File: config.mk
export PLATFORM = sky130hd
export DESIGN_NAME = sine_sweep_ctrl_flat
export DESIGN_NICKNAME = d
export VERILOG_FILES = /design/src/rtl/sine_pkg.sv /design/src/rtl/sine_sweep_ctrl_if.sv /design/src/rtl/sine_quadrant_fold.sv /design/src/rtl/sine_sweep_ctrl.sv /design/src/flat_wrapper.sv
export SDC_FILE = /design/constraint.sdc
export NUM_CORES = 1
export LEC_CHECK = 0
export CORE_ASPECT_RATIO = 2
export CORE_MARGIN = 5
export CORE_UTILIZATION = 35
export CTS_CLUSTER_SIZE = 20
export DETAILED_ROUTE_END_ITERATION = 7
export SLEW_MARGIN = 10
export SYNTH_ARGS = -nofsm -noshare
export SYNTH_HDL_FRONTEND = slang
export SYNTH_SLANG_ARGS = --single-unit
File: constraint.sdc
create_clock -name clk -period 8.55 [get_ports clk]
set_clock_uncertainty 0.05 [all_clocks]
set_input_delay 1.2825 -clock clk [delete_from_list [all_inputs] [get_ports clk]]
set_output_delay 1.2825 -clock clk [all_outputs]
set_load 0.01 [all_outputs]
File: src/rtl/sine_pkg.sv
// Shared constants and state encoding for the sine sweep controller.
package sine_pkg;

    localparam int ANGLE_W      = 9;
    localparam int MAG_W        = 7;
    localparam int DATA_W       = MAG_W + 1;
    localparam int EVAL_ANGLE_W = 7;
    localparam int EVAL_TIMEOUT = 64;
    localparam int TMR_W        = 7;

    localparam logic [ANGLE_W-1:0] FULL_CIRCLE   = ANGLE_W'(360);
    localparam logic [ANGLE_W-1:0] HALF          = ANGLE_W'(180);
    localparam logic [ANGLE_W-1:0] QUARTER       = ANGLE_W'(90);
    localparam logic [ANGLE_W-1:0] THREE_QUARTER = ANGLE_W'(270);

    typedef enum logic [2:0] {
        ST_IDLE,
        ST_FOLD,
        ST_REQ,
        ST_WAIT,
        ST_PRESENT
    } state_t;

endpackage

File: src/rtl/sine_sweep_ctrl_if.sv
// Control, evaluator and sample-output signals of the sweep controller.
interface sine_sweep_ctrl_if;
    import sine_pkg::*;

    logic                    en;
    logic [ANGLE_W-1:0]      phase0;
    logic [ANGLE_W-1:0]      step;
    logic                    eval_start;
    logic [EVAL_ANGLE_W-1:0] eval_angle;
    logic                    eval_done;
    logic [MAG_W-1:0]        eval_data;
    logic [DATA_W-1:0]       data_out;
    logic [ANGLE_W-1:0]      angle_out;
    logic                    out_valid;
    logic                    out_ready;
    logic                    wrap;
    logic                    cfg_err;
    logic                    timeout_err;

    // Environment side: register/control block, evaluator and output stage.
    modport master (
        output en, phase0, step, eval_done, eval_data, out_ready,
        input  eval_start, eval_angle, data_out, angle_out, out_valid,
               wrap, cfg_err, timeout_err
    );

    // Controller side.
    modport slave (
        input  en, phase0, step, eval_done, eval_data, out_ready,
        output eval_start, eval_angle, data_out, angle_out, out_valid,
               wrap, cfg_err, timeout_err
    );

endinterface

File: src/rtl/sine_quadrant_fold.sv
// Folds an angle in 0..359 into 0..90 plus a sign flag for the sine.
module sine_quadrant_fold
    import sine_pkg::*;
(
    input  logic [ANGLE_W-1:0]      angle,
    output logic [EVAL_ANGLE_W-1:0] folded,
    output logic                    neg
);

    // Quadrant select: mirror about 90/270, sine negative past 180.
    always_comb begin
        folded = '0;
        neg    = 1'b0;
        if (angle <= QUARTER) begin
            folded = EVAL_ANGLE_W'(angle);
        end else if (angle <= HALF) begin
            folded = EVAL_ANGLE_W'(HALF - angle);
        end else if (angle <= THREE_QUARTER) begin
            folded = EVAL_ANGLE_W'(angle - HALF);
            neg    = 1'b1;
        end else begin
            folded = EVAL_ANGLE_W'(FULL_CIRCLE - angle);
            neg    = 1'b1;
        end
    end

endmodule

File: src/rtl/sine_sweep_ctrl.sv
// Phase sweep sequencer: fold, evaluate, sign and present one sample at a time.
//
// state   | meaning
// IDLE    | waiting for EN, checks configuration
// FOLD    | register folded angle and sign
// REQ     | one-cycle evaluator start
// WAIT    | waiting for evaluator result, timeout down-counter running
// PRESENT | sample valid, waiting for downstream accept
module sine_sweep_ctrl
    import sine_pkg::*;
(
    input  logic              clk,
    input  logic              rst_n,
    sine_sweep_ctrl_if.slave  bus
);

    state_t                  state_q, state_d;
    logic [ANGLE_W-1:0]      phase_q, phase_d;
    logic [ANGLE_W-1:0]      step_q, step_d;
    logic [EVAL_ANGLE_W-1:0] eval_angle_q, eval_angle_d;
    logic                    neg_q, neg_d;
    logic [TMR_W-1:0]        tmr_q, tmr_d;
    logic [DATA_W-1:0]       data_out_q, data_out_d;
    logic [ANGLE_W-1:0]      angle_out_q, angle_out_d;
    logic                    out_valid_q, out_valid_d;
    logic                    wrap_q, wrap_d;
    logic                    cfg_err_q, cfg_err_d;
    logic                    timeout_err_q, timeout_err_d;

    logic [EVAL_ANGLE_W-1:0] fold_angle;
    logic                    fold_neg;
    logic [ANGLE_W:0]        sum;
    logic [DATA_W-1:0]       mag_ext;

    sine_quadrant_fold u_fold (
        .angle  (phase_q),
        .folded (fold_angle),
        .neg    (fold_neg)
    );

    assign sum     = {1'b0, phase_q} + {1'b0, step_q};
    assign mag_ext = DATA_W'(bus.eval_data);

    // Next-state and datapath updates for the sweep sequencer.
    always_comb begin
        state_d       = state_q;
        phase_d       = phase_q;
        step_d        = step_q;
        eval_angle_d  = eval_angle_q;
        neg_d         = neg_q;
        tmr_d         = tmr_q;
        data_out_d    = data_out_q;
        angle_out_d   = angle_out_q;
        out_valid_d   = out_valid_q;
        wrap_d        = 1'b0;
        cfg_err_d     = cfg_err_q;
        timeout_err_d = timeout_err_q;
        case (state_q)
            ST_IDLE: begin
                if (!bus.en) begin
                    cfg_err_d     = 1'b0;
                    timeout_err_d = 1'b0;
                end else if (bus.phase0 >= FULL_CIRCLE || bus.step >= FULL_CIRCLE) begin
                    cfg_err_d = 1'b1;
                end else begin
                    phase_d = bus.phase0;
                    step_d  = bus.step;
                    state_d = ST_FOLD;
                end
            end
            ST_FOLD: begin
                eval_angle_d = fold_angle;
                neg_d        = fold_neg;
                state_d      = ST_REQ;
            end
            ST_REQ: begin
                tmr_d   = TMR_W'(EVAL_TIMEOUT - 1);
                state_d = ST_WAIT;
            end
            ST_WAIT: begin
                if (bus.eval_done) begin
                    // Two's-complement negate of zero is zero, so no -0 case.
                    data_out_d  = neg_q ? -mag_ext : mag_ext;
                    angle_out_d = phase_q;
                    out_valid_d = 1'b1;
                    state_d     = ST_PRESENT;
                end else if (tmr_q == '0) begin
                    timeout_err_d = 1'b1;
                    state_d       = ST_IDLE;
                end else begin
                    tmr_d = tmr_q - TMR_W'(1);
                end
            end
            ST_PRESENT: begin
                if (bus.out_ready) begin
                    out_valid_d = 1'b0;
                    if (sum >= {1'b0, FULL_CIRCLE}) begin
                        phase_d = ANGLE_W'(sum - {1'b0, FULL_CIRCLE});
                        wrap_d  = 1'b1;
                    end else begin
                        phase_d = ANGLE_W'(sum);
                    end
                    state_d = bus.en ? ST_FOLD : ST_IDLE;
                end
            end
            default: state_d = ST_IDLE;
        endcase
    end

    // State and datapath registers with synchronous active-low reset.
    always_ff @(posedge clk) begin
        if (!rst_n) begin
            state_q       <= ST_IDLE;
            phase_q       <= '0;
            step_q        <= '0;
            eval_angle_q  <= '0;
            neg_q         <= 1'b0;
            tmr_q         <= '0;
            data_out_q    <= '0;
            angle_out_q   <= '0;
            out_valid_q   <= 1'b0;
            wrap_q        <= 1'b0;
            cfg_err_q     <= 1'b0;
            timeout_err_q <= 1'b0;
        end else begin
            state_q       <= state_d;
            phase_q       <= phase_d;
            step_q        <= step_d;
            eval_angle_q  <= eval_angle_d;
            neg_q         <= neg_d;
            tmr_q         <= tmr_d;
            data_out_q    <= data_out_d;
            angle_out_q   <= angle_out_d;
            out_valid_q   <= out_valid_d;
            wrap_q        <= wrap_d;
            cfg_err_q     <= cfg_err_d;
            timeout_err_q <= timeout_err_d;
        end
    end

    assign bus.eval_start  = (state_q == ST_REQ);
    assign bus.eval_angle  = eval_angle_q;
    assign bus.data_out    = data_out_q;
    assign bus.angle_out   = angle_out_q;
    assign bus.out_valid   = out_valid_q;
    assign bus.wrap        = wrap_q;
    assign bus.cfg_err     = cfg_err_q;
    assign bus.timeout_err = timeout_err_q;

endmodule

File: src/flat_wrapper.sv
// flat-port wrapper written by rule: the top's interface ports become plain ports
module sine_sweep_ctrl_flat import sine_pkg::*;
  (clk, rst_n, bus_en, bus_phase0, bus_step, bus_eval_done, bus_eval_data, bus_out_ready, bus_eval_start, bus_eval_angle, bus_data_out, bus_angle_out, bus_out_valid, bus_wrap, bus_cfg_err, bus_timeout_err);
  sine_sweep_ctrl_if bus_i ();
  input  logic clk;
  input  logic rst_n;
  input wire logic [$bits(bus_i.en)-1:0] bus_en;
  input wire logic [$bits(bus_i.phase0)-1:0] bus_phase0;
  input wire logic [$bits(bus_i.step)-1:0] bus_step;
  input wire logic [$bits(bus_i.eval_done)-1:0] bus_eval_done;
  input wire logic [$bits(bus_i.eval_data)-1:0] bus_eval_data;
  input wire logic [$bits(bus_i.out_ready)-1:0] bus_out_ready;
  output wire logic [$bits(bus_i.eval_start)-1:0] bus_eval_start;
  output wire logic [$bits(bus_i.eval_angle)-1:0] bus_eval_angle;
  output wire logic [$bits(bus_i.data_out)-1:0] bus_data_out;
  output wire logic [$bits(bus_i.angle_out)-1:0] bus_angle_out;
  output wire logic [$bits(bus_i.out_valid)-1:0] bus_out_valid;
  output wire logic [$bits(bus_i.wrap)-1:0] bus_wrap;
  output wire logic [$bits(bus_i.cfg_err)-1:0] bus_cfg_err;
  output wire logic [$bits(bus_i.timeout_err)-1:0] bus_timeout_err;
  assign bus_i.en = bus_en;
  assign bus_i.phase0 = bus_phase0;
  assign bus_i.step = bus_step;
  assign bus_i.eval_done = bus_eval_done;
  assign bus_i.eval_data = bus_eval_data;
  assign bus_i.out_ready = bus_out_ready;
  assign bus_eval_start = bus_i.eval_start;
  assign bus_eval_angle = bus_i.eval_angle;
  assign bus_data_out = bus_i.data_out;
  assign bus_angle_out = bus_i.angle_out;
  assign bus_out_valid = bus_i.out_valid;
  assign bus_wrap = bus_i.wrap;
  assign bus_cfg_err = bus_i.cfg_err;
  assign bus_timeout_err = bus_i.timeout_err;
  sine_sweep_ctrl u_core (.clk(clk), .rst_n(rst_n), .bus(bus_i));
endmodule
Word-level counts from Yosys, hierarchy flattened --
Cells that the tools add are included.
Storage, ports and cells: word-level logic and storage cells 87, output and inout port bits 29, bits in registers 57
Cells by class: equal/unequal tests 14, reductions and logical operators 16, multiplexer cells 31, magnitude comparators 6, add/sub/neg operators 7, bitwise gates (word level) 1
Operator list (number):
- 2-to-1 mux 9 bit | 4
- 2-to-1 mux 7 bit | 5
- >= comparator 9 bit (second input constant) | 2
- one-hot mux 9 bit (2 select lines) | 1
- 2-to-1 mux 3 bit | 5
- one-hot mux 3 bit (5 select lines) | 1
- != test 2 bit (second input constant) | 7
- one-hot mux 7 bit (2 select lines) | 1
- AND reduction 3 bit | 4
- AND reduction 4 bit | 3
- 2-to-1 mux 1 bit | 11
- adder 9 x 9 -> 10 bit | 1
- >= comparator 10 x 9 -> 1 bit (second input constant) | 1
- <= comparator 9 x 7 -> 1 bit (second input constant) | 1
- <= comparator 9 x 8 -> 1 bit (second input constant) | 1
- <= comparator 9 bit (second input constant) | 1
- subtractor 9 bit (second input constant) | 1
- 2-to-1 mux 8 bit | 1
- negation 7 -> 8 bit | 1
- nonzero test 2 bit | 4
- zero test 7 bit | 1
- subtractor 6 x 7 -> 7 bit (first input constant) | 1
- subtractor 7 x 1 -> 7 bit (second input constant) | 1
- subtractor 7 x 6 -> 7 bit (second input constant) | 1
- 11 further kinds | 15

Logic depth before layout (Yosys ltp) --
depth in word-level cells 5, gate-level depth with buffers 10, depth with buffers taken out 9

Modules after synthesis --
A second synthesis with hierarchy kept.
Second synthesis, totals: cell total of the unflattened synthesis 440, area total of the unflattened synthesis 3614.7 µm²
By module, submodules not included:
- sine_sweep_ctrl | instances 1, sequential area each 1141.1 µm², area an instance 3108.0 µm², cells an instance 372
- sine_quadrant_fold | instances 1, sequential area each 0.0 µm², area an instance 506.7 µm², cells an instance 68

Least setup slack after synthesis --
Ideal clock, no wire load.
path type input to register, from input port bus_phase0[4], to register u_core.phase_q[4], library setup time 0.117 ns, setup slack 5.624 ns, stages on the path 8, arrival 2.760 ns, cell sequence o211a_1 -> o21a_1 -> or4_1 -> and2_1 -> buf_2 -> nand2_1 -> nand2_1 -> a22o_1
On the way: longest elaborated chain between the ends 4, elaborated cells between the ends (all ways) 7, those cells by class 1 x order compare; 1 x eq/ne; 3 x mux; 2 x reduce/logical
Ends and longest elaborated chain:
- from (decl) | RTL line flat_wrapper.sv:8 | input wire logic [$bits(bus_i.phase0)-1:0] bus_phase0;
- >= comparator 9 bit | RTL line sine_sweep_ctrl.sv:63 | end else if (bus.phase0 >= FULL_CIRCLE || bus.step >= FULL_CIRCLE) begin
- logical OR 1 bit | RTL line sine_sweep_ctrl.sv:63
- != test 2 bit (no source line)
- AND reduction 4 bit (no source line)
- to (signal assigned) | RTL line sine_sweep_ctrl.sv:127 | phase_q <= phase_d;
- to (decl) | RTL line sine_sweep_ctrl.sv:18 | logic [ANGLE_W-1:0] phase_q, phase_d;
Several ways; a longest one is shown, not always the timed one. The select of a mux whose other input is x is not followed. A chain may end at the register's enable or synchronous reset.

Worst setup path after layout --
from input port bus_phase0[4], to register u_core.phase_q[3]
On the way: longest elaborated chain between the ends 4
Ends and longest elaborated chain (RTL line):
- >= comparator 9 bit | sine_sweep_ctrl.sv:63
- logical OR 1 bit | sine_sweep_ctrl.sv:63
- != test 2 bit (no source line)
- AND reduction 4 bit (no source line)
No other way between the ends.

==> impl_results.md <==
* Clk_lat worst skew at approximately 0.33 ns
* Antenna Nets Post-Route at 0
* Sequential cell area fraction in the yosys report at 0.323
* Die Wd at a little over 80 µm
* First-pass GRT wire length at about 16 mm
* CTS buffer count at 9
* Count of cell types in the netlist at 65
* Clock H-tree levels at 3
* Syn Inst Count at ~430
* Crit. Startpoint: bus_phase0[4]
* Final min period at about 3.6 ns
* Syn Nets at around 480
* Reg2Reg Launch Point: u_core.phase_q[0]
* CP max FO at 11
* Worst path bufs/invs at 1
* GRT Util Overall at 0.167
* Endpoint class of the critical path: flip-flop
* Worst EP required at about 8.8 ns
* Peak VDD IR at about 0.10 mV
* Top cells by area, synth: dfxtp_1, ha_1, nor2_1, nand2_1, a21oi_1
* Cell taking the most area after synthesis: dfxtp_1
* Setup_tns at 0 ns
* Flops & latches, synth at between 50 and 60
* Initial antenna violation count at 0
* Total Wirelength at around 9.8 mm
* Post-synth EDFFs at 0
* Worst-Margin Slew at between 0.8 and 0.9 ns
* Fin. max-slew vios at 0
* Gr ovfl total at 0
* Top-area cell type share of the netlist area at 0.323
* Post_cts resized at 0
* RSZ-0062 raised after global routing: no
* 1st-iter DRT viols at ~110
* Leakage at between 1.5 and 2 nW
* ANT cells at 0
* Postcts setup bufs at 0
* Die Span Y at between 150 and 200 µm
* Routed vias/inst at ~5.4
* Startpoint Class: input port
* Final worst slack at 4.94 ns
* Post-synth top cells: nor2_1, dfxtp_1, nand2_1
* Initial Util at 0.353
* Crit-path cells: clkdlybuf4s50_1 -> o211a_1 -> o21a_1 -> or4_1 -> and2_1 -> a211oi_1 -> o31a_1
* Ys async rst share at 0
* Slowest CP cell: or4_1
* DR WL/cell at 16.0 µm
* IO buf count at 58
* First-pass detailed-route iteration total at 4
* Place WS at about 4.6 ns
* Syn Area/Cell at a little over 8 µm²
* Hold-fix buffers at CTS at 0
* CTS root buf: clkbuf_16
* Clk sink count at 57
* Share of post-route cells with drive strength above 1 at 0.0707
* Final hold viol count at 0
* Maximum number of pins on one net before global-route repair at 47
* P&R area growth vs syn at 27.9%
* PwrDens at roughly 210 nW/µm²
* Post-DP HPWL at 7.57 mm
* Core Rows at 52
* Die area at 12300 µm²
* Tcrit/Tclk final at 0.422
* IO Count at between 50 and 60
* CP delay by family, top: simple AND/OR/NAND/NOR gates
* Syn Std Cell Area at 3540 µm²
* Final Setup Violations at 0
* Status: finished, final reports clean
* WS Path Type: input port to flip-flop
* Core Area at 10000 µm²
* Via Count at between 3000 and 4000
* Slew Limit Headroom at 0.402
* Yosys Warn Count at 0
* Start point of the worst hold path: u_core.bus.angle_out[6]
* Vias in the first global route at 3313
* Clock Pin Slew Worst Setup and Hold Paths at 0.05 ns
* Most frequent cell after synthesis: nor2_1
* Placer Congestion at 0.894
* Max-cap violations at 0
* Primary FF master, synth: dfxtp_1
* Max frequency at 277 MHz
* CP arrival at between 3 and 4 ns
* Critical Path Max Stage Delay at between 0.8 and 0.9 ns
* Class of the worst hold path: flip-flop to flip-flop
* CTS max path bufs at 2
* Final nets at 525
* CTS tree: built
* DRC Markers at 0
power breakdown:
part / switching, mW / total [mW] / internal [mW]
Clock: 0.123 / 0.413 / 0.290
Combinational: 0.121 / 0.220 / 0.0986
Sequential: 0.0320 / 0.321 / 0.289
Total: 0.276 / 0.954 / 0.678
placed cells by master, fill, tap and decap left out, drive strengths merged, types with 3 or more instances in the layout:
cell	synthesis	final
clkinv	0	3
inv	14	14
a21oi	32	32
a311oi	5	5
bufinv	0	3
a221oi	3	3
and2	5	5
xor2	7	7
a211oi	16	16
nor4	3	3
ha	18	18
o21a	5	5
or3	3	3
mux2i	16	16
and3	4	4
o31ai	3	3
nor2b	3	3
a31oi	6	6
clkbuf	18	10
clkdlybuf4s50	0	58
nand2	51	51
nor2	60	60
o21ai	14	14
nor3b	3	3
nand3	11	11
a21o	6	6
nand4	3	3
xnor2	11	11
nor3	9	9
o31a	3	3
dfxtp	57	57
registers in the layout, indices dropped and copies added (netlist names), 3 cells and up:
| name | count |
|---|---|
| u_core.phase_q | 9 |
| u_core.step_q | 9 |
| u_core.bus.angle_out | 9 |
| u_core.bus.data_out | 8 |
| u_core.tmr_q | 7 |
| u_core.bus.eval_angle | 7 |
| u_core.state_q | 3 |
layer usage:
metal | global-route usage | routed length (µm) | vias to the layer above
met5 | 0 | 0 | -
met3 | 0.0361 | 504 | 31
met2 | 0.305 | 5350 | 105
met4 | 0.0878 | 374 | 0
li1 | - | - | 1646
met1 | 0.168 | 3610 | 1552
logic make-up (layout without fill, tap and decap cells):
logic type                 count (synthesis)  in the layout  synth area share
DFF                                       57             57             0.323
and+or+nand+nor                          165            165             0.215
buffers and inverters                     41             88            0.0467
muxes                                     17             17            0.0495
AOI/OAI and AO/OA                        117            117             0.250
xor gates and xnor gates                  18             18            0.0467
adders and majority gates                 19             19            0.0694
tightest hold or removal path, stage by stage (launching register included):
cell	delay, ns
dfxtp_1	0.30
nand2_1	0.05
a21oi_1	0.05
layout make-up:
type,count,area [µm²]
multi-input cells,336,2230
clock buffers,10,239
well taps,135,169
flip-flops and latches,57,1140
clock inverters,6,105
repair buffers,58,581
inverters,14,52.6
fillers,1051,5500
stage by stage:
step / util / power (mW) / hold slack [ns] / std cells / instance area (µm²)
after floorplan: - / 0.475 / 0.410 / 434 / 3540
after global placement: 0.417 / 0.541 / 0.394 / 600 / 4180
after detailed placement: 0.417 / 0.546 / 0.396 / 600 / 4180
after CTS: 0.451 / 0.966 / 0.403 / 616 / 4520
after global routing: 0.451 / 1.00 / 0.420 / 616 / 4520
final: 0.451 / 0.954 / 0.399 / 616 / 4520
final timing paths:
check	end	cells past startpoint	slack [ns]
worst max-delay path	u_core.phase_q[3]	7	4.94
worst min-delay path	u_core.bus.angle_out[6]	2	0.40
worst max register to register	u_core.phase_q[4]	9	5.17
worst min register to register	u_core.bus.angle_out[6]	2	0.40
Power figures use the tool's default switching activity.
